[src/rtl/axi_pkg.sv]
// Shared AXI4 definitions for the burst adapter: FSM states, burst/resp encodings, axsize helper.
// Latency: n/a (types and constants only).
// Backpressure: n/a.
package axi_pkg;

  typedef enum logic [2:0] {
    ST_IDLE,
    ST_AR,
    ST_R,
    ST_AW,
    ST_W,
    ST_B,
    ST_DONE
  } axi_adapter_state_t;

  localparam logic [1:0] AXI_BURST_INCR = 2'b01;
  localparam logic [1:0] AXI_RESP_OKAY  = 2'b00;
  // Normal non-cacheable bufferable: lets the MIG merge/reorder as it likes.
  localparam logic [3:0] AXI_CACHE_NC_BUF = 4'b0011;

  // AXI size code: log2 of the bytes per beat.
  function automatic logic [2:0] axsize_from_width(input int unsigned data_w);
    return 3'($clog2(data_w / 8));
  endfunction

endpackage

[src/rtl/axi_burst_adapter.sv]
// Turns a level-held read/write request into one line-aligned AXI4 INCR burst of BURST_LEN beats.
// Latency: ar/awvalid 1 cycle after request; dramValid 1 cycle after last R beat or B handshake.
// Backpressure: every valid holds with stable payload until ready; beat index advances only on handshake.
module axi_burst_adapter
  import axi_pkg::*;
#(
  parameter int          DATA_W    = 32,
  parameter int          BURST_LEN = 8,
  parameter logic [3:0]  AXI_ID    = 4'd0,
  localparam int         BEAT_W    = (BURST_LEN > 1) ? $clog2(BURST_LEN) : 1
) (
  input  logic                  clk,
  input  logic                  rstn,
  // client side
  input  logic [31:0]           dramAddress,
  input  logic                  readEnable,
  input  logic                  writeEnable,
  input  logic [DATA_W-1:0]     dramWriteData,
  output logic [BEAT_W-1:0]     dramWriteBeat,
  output logic [DATA_W-1:0]     dramReadData,
  output logic                  dramReadBeatValid,
  output logic [BEAT_W-1:0]     dramReadBeat,
  output logic                  dramValid,
  output logic                  dramError,
  // AXI write address
  output logic [3:0]            m_axi_awid,
  output logic [31:0]           m_axi_awaddr,
  output logic [7:0]            m_axi_awlen,
  output logic [2:0]            m_axi_awsize,
  output logic [1:0]            m_axi_awburst,
  output logic                  m_axi_awlock,
  output logic [3:0]            m_axi_awcache,
  output logic [2:0]            m_axi_awprot,
  output logic                  m_axi_awvalid,
  input  logic                  m_axi_awready,
  // AXI write data
  output logic [DATA_W-1:0]     m_axi_wdata,
  output logic [DATA_W/8-1:0]   m_axi_wstrb,
  output logic                  m_axi_wlast,
  output logic                  m_axi_wvalid,
  input  logic                  m_axi_wready,
  // AXI write response
  input  logic [1:0]            m_axi_bresp,
  input  logic                  m_axi_bvalid,
  output logic                  m_axi_bready,
  // AXI read address
  output logic [3:0]            m_axi_arid,
  output logic [31:0]           m_axi_araddr,
  output logic [7:0]            m_axi_arlen,
  output logic [2:0]            m_axi_arsize,
  output logic [1:0]            m_axi_arburst,
  output logic                  m_axi_arlock,
  output logic [3:0]            m_axi_arcache,
  output logic [2:0]            m_axi_arprot,
  output logic                  m_axi_arvalid,
  input  logic                  m_axi_arready,
  // AXI read data
  input  logic [DATA_W-1:0]     m_axi_rdata,
  input  logic [1:0]            m_axi_rresp,
  input  logic                  m_axi_rlast,
  input  logic                  m_axi_rvalid,
  output logic                  m_axi_rready
);

  localparam int              LINE_LSB  = $clog2(BURST_LEN * DATA_W / 8);
  localparam logic [31:0]     LINE_MASK = ~((32'd1 << LINE_LSB) - 32'd1);
  localparam logic [BEAT_W-1:0] LAST_BEAT = BEAT_W'(BURST_LEN - 1);
  localparam logic [7:0]      AXLEN     = 8'(BURST_LEN - 1);
  localparam logic [2:0]      AXSIZE    = axsize_from_width(DATA_W);

  axi_adapter_state_t state_q, state_d;
  logic [BEAT_W-1:0]  cnt_q, cnt_d;
  logic [31:0]        addr_q, addr_d;
  logic               err_q, err_d;
  logic [DATA_W-1:0]  rd_data_q, rd_data_d;
  logic               rd_vld_q, rd_vld_d;
  logic [BEAT_W-1:0]  rd_beat_q, rd_beat_d;

  logic in_ar, in_r, in_aw, in_w, in_b, last_beat;

  assign in_ar     = (state_q == ST_AR);
  assign in_r      = (state_q == ST_R);
  assign in_aw     = (state_q == ST_AW);
  assign in_w      = (state_q == ST_W);
  assign in_b      = (state_q == ST_B);
  assign last_beat = (cnt_q == LAST_BEAT);

  // Next-state, shared beat counter, address latch, error accumulation and read capture.
  always_comb begin
    state_d   = state_q;
    cnt_d     = cnt_q;
    addr_d    = addr_q;
    err_d     = err_q;
    rd_data_d = rd_data_q;
    rd_vld_d  = 1'b0;
    rd_beat_d = rd_beat_q;
    unique case (state_q)
      ST_IDLE: begin
        if (writeEnable) begin
          state_d = ST_AW;
          addr_d  = dramAddress & LINE_MASK;
          err_d   = 1'b0;
          cnt_d   = '0;
        end else if (readEnable) begin
          state_d = ST_AR;
          addr_d  = dramAddress & LINE_MASK;
          err_d   = 1'b0;
          cnt_d   = '0;
        end
      end
      ST_AR: if (m_axi_arready) state_d = ST_R;
      ST_R: begin
        if (m_axi_rvalid) begin
          rd_data_d = m_axi_rdata;
          rd_vld_d  = 1'b1;
          rd_beat_d = cnt_q;
          // rlast must coincide exactly with our own beat count.
          if ((m_axi_rresp != AXI_RESP_OKAY) || (m_axi_rlast != last_beat)) err_d = 1'b1;
          if (last_beat) begin
            cnt_d   = '0;
            state_d = ST_DONE;
          end else begin
            cnt_d = cnt_q + 1'b1;
          end
        end
      end
      ST_AW: if (m_axi_awready) state_d = ST_W;
      ST_W: begin
        if (m_axi_wready) begin
          if (last_beat) begin
            cnt_d   = '0;
            state_d = ST_B;
          end else begin
            cnt_d = cnt_q + 1'b1;
          end
        end
      end
      ST_B: begin
        if (m_axi_bvalid) begin
          if (m_axi_bresp != AXI_RESP_OKAY) err_d = 1'b1;
          state_d = ST_DONE;
        end
      end
      ST_DONE: if (!(readEnable || writeEnable)) state_d = ST_IDLE;
      default: state_d = ST_IDLE;
    endcase
  end

  // State and datapath registers; reset clears the whole transaction at once.
  always_ff @(posedge clk or negedge rstn) begin
    if (!rstn) begin
      state_q   <= ST_IDLE;
      cnt_q     <= '0;
      addr_q    <= '0;
      err_q     <= 1'b0;
      rd_data_q <= '0;
      rd_vld_q  <= 1'b0;
      rd_beat_q <= '0;
    end else begin
      state_q   <= state_d;
      cnt_q     <= cnt_d;
      addr_q    <= addr_d;
      err_q     <= err_d;
      rd_data_q <= rd_data_d;
      rd_vld_q  <= rd_vld_d;
      rd_beat_q <= rd_beat_d;
    end
  end

  // Client-facing outputs.
  assign dramWriteBeat     = cnt_q;
  assign dramReadData      = rd_data_q;
  assign dramReadBeatValid = rd_vld_q;
  assign dramReadBeat      = rd_beat_q;
  assign dramValid         = (state_q == ST_DONE);
  assign dramError         = err_q;

  // AXI outputs are decoded from state so every field idles at zero.
  assign m_axi_awid    = in_aw ? AXI_ID : 4'd0;
  assign m_axi_awaddr  = in_aw ? addr_q : 32'd0;
  assign m_axi_awlen   = in_aw ? AXLEN : 8'd0;
  assign m_axi_awsize  = in_aw ? AXSIZE : 3'd0;
  assign m_axi_awburst = in_aw ? AXI_BURST_INCR : 2'b00;
  assign m_axi_awlock  = 1'b0;
  assign m_axi_awcache = in_aw ? AXI_CACHE_NC_BUF : 4'd0;
  assign m_axi_awprot  = 3'd0;
  assign m_axi_awvalid = in_aw;

  assign m_axi_wdata   = in_w ? dramWriteData : '0;
  assign m_axi_wstrb   = in_w ? '1 : '0;
  assign m_axi_wlast   = in_w && last_beat;
  assign m_axi_wvalid  = in_w;

  assign m_axi_bready  = in_b;

  assign m_axi_arid    = in_ar ? AXI_ID : 4'd0;
  assign m_axi_araddr  = in_ar ? addr_q : 32'd0;
  assign m_axi_arlen   = in_ar ? AXLEN : 8'd0;
  assign m_axi_arsize  = in_ar ? AXSIZE : 3'd0;
  assign m_axi_arburst = in_ar ? AXI_BURST_INCR : 2'b00;
  assign m_axi_arlock  = 1'b0;
  assign m_axi_arcache = in_ar ? AXI_CACHE_NC_BUF : 4'd0;
  assign m_axi_arprot  = 3'd0;
  assign m_axi_arvalid = in_ar;

  assign m_axi_rready  = in_r;

endmodule

[config.mk]
export PLATFORM = sky130hd
export DESIGN_NAME = axi_burst_adapter
export DESIGN_NICKNAME = d
export VERILOG_FILES = /design/src/rtl/axi_pkg.sv /design/src/rtl/axi_burst_adapter.sv
export SDC_FILE = /design/constraint.sdc
export NUM_CORES = 1
export LEC_CHECK = 0
export ABC_AREA = 1
export CAP_MARGIN = 20
export CORE_MARGIN = 8
export CORE_UTILIZATION = 31
export CTS_CLUSTER_DIAMETER = 60
export DETAILED_ROUTE_END_ITERATION = 7
export PLACE_DENSITY = 0.83
export SLEW_MARGIN = 20
export SYNTH_ARGS = -nofsm -noshare
export SYNTH_HDL_FRONTEND = slang
export SYNTH_SLANG_ARGS = --single-unit
[constraint.sdc]
create_clock -name clk -period 1.6 [get_ports clk]
set_input_delay 0.32 -clock clk [delete_from_list [all_inputs] [get_ports clk]]
set_output_delay 0.32 -clock clk [all_outputs]
set_load 0.05 [all_outputs]
==> results_dict.tcl <==
set metrics [dict create \
    setup_slack_ps -352 \
    hold_path_class "input port to async pin" \
    routedWlPerCell_um 17.7 \
    antenna_found_initial 0 \
    critPathRequiredTime_ps 1280 \
    synth_cell_types 21 \
    arrival_ps 1630 \
    drtAntennaViolNets 0 \
    clk_pin_slew_ps 60 \
    vias 4363 \
    violations "negative setup slack" \
    cts.root.buffer_cell "clkbuf_16" \
    routed_via_density 4.30 \
    outcome "complete, but fails checks" \
    dpl_cell_area_um2 8110 \
    cp_slowest_stage_delay_ps 450 \
    final_area_um2 9410 \
    cap_violations 0 \
    p_comb_share_pct 74.9 \
    critPathBufInv 3 \
    timing.rr.end "state_q[1]$_DFFE_PN0P_" \
    final.period_utilization_pct 122 \
    drive_gt1_share_pct 43.1 \
    die_w_um 129 \
    grt.overflow.total 0 \
    grt_use_met3_pct 6.70 \
    totalNegativeSetupSlack_ps -33330 \
    grt_setup_unrepaired "yes" \
    layout_min_cycle_time_ps 1950 \
    cp_slowest_cell "dfrtp_2" \
    met2_usage_pct 37.2 \
    place.gp.congestion 0.848 \
    synth_area_um2 3990 \
    die_area_um2 16800 \
    ys_ff_latch 70 \
    final_cell_mix "buf_12 (130), nand2_1 (117), clkdlybuf4s50_1 (103)" \
    setup_viol 152 \
    setup.worst_path.start_class "flip-flop" \
    netSwitchingPower_mw 10.3 \
    rrSetupSlack_ps -120 \
    cts_buffers 9 \
    internal_power_mw 9.99 \
    cts.sinks 70 \
    cts_tree "done" \
    final_nets 949 \
    cellLeakagePower_nw 4.37 \
    n_antenna_cell 0 \
    yosysWarnings 0 \
    insertion_delay_ps 320 \
    slew_violations 0 \
    critPathKind "flip-flop to primary output" \
    core_area_um2 12600 \
    rows 41 \
    power_frac_seq_pct 15.2 \
    grt_start_max_net_pins 67 \
    wl_um 17900 \
    die_y_um 129 \
    grt_first_pass_wirelength_um 25800 \
    hpwl_um 12300 \
    grt_util_all_layers_pct 19.9 \
    clk_path_buf_depth 2 \
    powerDensity_nw_per_um2 2150 \
    ios 307 \
    syn_inst 546 \
    start_util_pct 31.7 \
    cp_max_fo 8 \
    drtPass1Iterations 4 \
    endpoint_kind "primary output" \
    grt_pass1_vias 4827 \
    met1_usage_pct 20.4 \
    synth_area_leaders "dfrtp_1 (44%), buf_4 (12%), nor2_1 (12%), nand2_1 (11%), inv_1 (7.2%)" \
    synth_largest_area_cell "dfrtp_1" \
    finalHoldViolCount 0 \
    fin_worst_hold_slack_ps 355 \
    fin_skew_ps 8.70 \
    drcViolationCount 0 \
    reg2reg_from "state_q[2]$_DFFE_PN0P_" \
    area_growth_pct 136 \
    reg2regPathDepth 10 \
    ys_seq_area_share_pct 43.9 \
    drt_iter0_markers 230 \
    final_common_cell "buf_12" \
    grt-busiest-layer "met2" \
    htree_num_levels 3 \
    power_frac_clock_pct 9.9 \
    ir_drop_mv 1.24 \
    num-fill-cells 762 \
    power.share.switching_pct 50.7 \
    synth_top_area_share_pct 43.9 \
    portBuffers 255 \
    syn_area_per_cell_um2 7.31 \
    crit_chain "nor2_4 > nand2_8 > buf_12 > clkinvlp_4 > buf_6" \
    max_clock_freq_mhz 512 \
    cp_top_family "buffers and inverters" \
]
## state kept, by name, indices dropped and copies added (netlist names)
register / flops
dramReadData: 32
addr_q: 27
dramReadBeat: 3
dramWriteBeat: 3
state_q: 3
dramError: 1
dramReadBeatValid: 1
## cell type report
class	instances	area, µm²	area share, %
Sequential cell	70	1760	18.7
Timing Repair inverter	2	25.0	0.266
Timing Repair Buffer	320	4500	47.9
Clock buffer	11	243	2.58
Multi-Input combinational cell	355	2260	24.1
Clock inverter	5	58.8	0.625
Inverter	79	339	3.60
Tap cell	172	215	2.29
## power groups by stage
| stage | Clock, mW | Sequential [mW] | Combinational [mW] |
|---|---|---|---|
| floorplan | 0 | 4.40 | 6.70 |
| global placement | 0 | 3.01 | 12.9 |
| detailed placement | 0 | 3.05 | 13.1 |
| CTS | 2.06 | 3.04 | 14.5 |
| global route | 2.15 | 3.16 | 15.9 |
| finish | 2.01 | 3.07 | 15.2 |
## cell families (layout without fill, tap and decap cells)
| group | after synthesis | in the layout | share of synthesized area [%] |
|---|---|---|---|
| AO/OA/AOI/OAI | 38 | 38 | 4.77 |
| adder cells (fa/ha/maj) | 2 | 2 | 0.627 |
| AND/OR/NAND/NOR | 269 | 269 | 27.3 |
| other | 1 | 46 | 0.0940 |
| flip-flops | 70 | 70 | 43.9 |
| buffers and inverters | 166 | 417 | 23.3 |
## repair_timing
item | 4_1_cts | 5_1_grt
pin swaps | 10 | 8
buffers inserted | 18 | 9
hold buffers | 1 | 0
endpoints found under the hold margin | 4 | 0
gates cloned | 5 | 4
resized for setup | 99 | 45
setup endpoints to repair | 152 | 152
## how the worst max path moves through the flow
stage                      startpoint  slack, ps  cells past startpoint          endpoint
5_1_grt        state_q[2]$_DFFE_PN0P_       -400                      6  m_axi_awaddr[20]
3_5_place_dp   state_q[1]$_DFFE_PN0P_       -120                      5  m_axi_awcache[0]
3_3_place_gp   state_q[1]$_DFFE_PN0P_        -90                      5    m_axi_awlen[1]
2_1_floorplan  state_q[1]$_DFFE_PN0P_       -380                      7  m_axi_araddr[10]
4_1_cts        state_q[1]$_DFFE_PN0P_       -310                      5    m_axi_wdata[7]
6_report       state_q[0]$_DFFE_PN0P_       -350                      5    m_axi_wstrb[2]
## cell usage after synthesis
master / number
conb_1: 1
nor2_2: 1
ha_1: 2
buf_6: 6
buf_2: 10
inv_2: 2
nand4_1: 6
nor2_8: 1
a21oi_1: 30
nand2_1: 119
nand3b_1: 1
nor2_1: 126
dfrtp_1: 70
clkbuf_1: 5
inv_1: 77
buf_4: 66
nand2_4: 1
o21ai_0: 8
nand3_1: 11
nor2_4: 2
nand3_2: 1
## metal layers
layer | up-vias | share of wire (%)
met2 | 179 | 55
li1 | 2093 | -
met1 | 2064 | 35
met3 | 27 | 7.7
met4 | 0 | 2.0
met5 | - | 0
## stage by stage
stage	std cells	power [mW]	setup WS, ps	util (%)
2_1_floorplan	591	11.1	-385	-
3_3_place_gp	961	15.9	-91.7	64.6
3_5_place_dp	961	16.2	-124	64.6
4_1_cts	1001	19.6	-307	72.3
5_1_grt	1014	21.2	-398	74.9
6_report	1014	20.3	-352	74.9
Note: power is estimated with default switching activity, not from simulation.
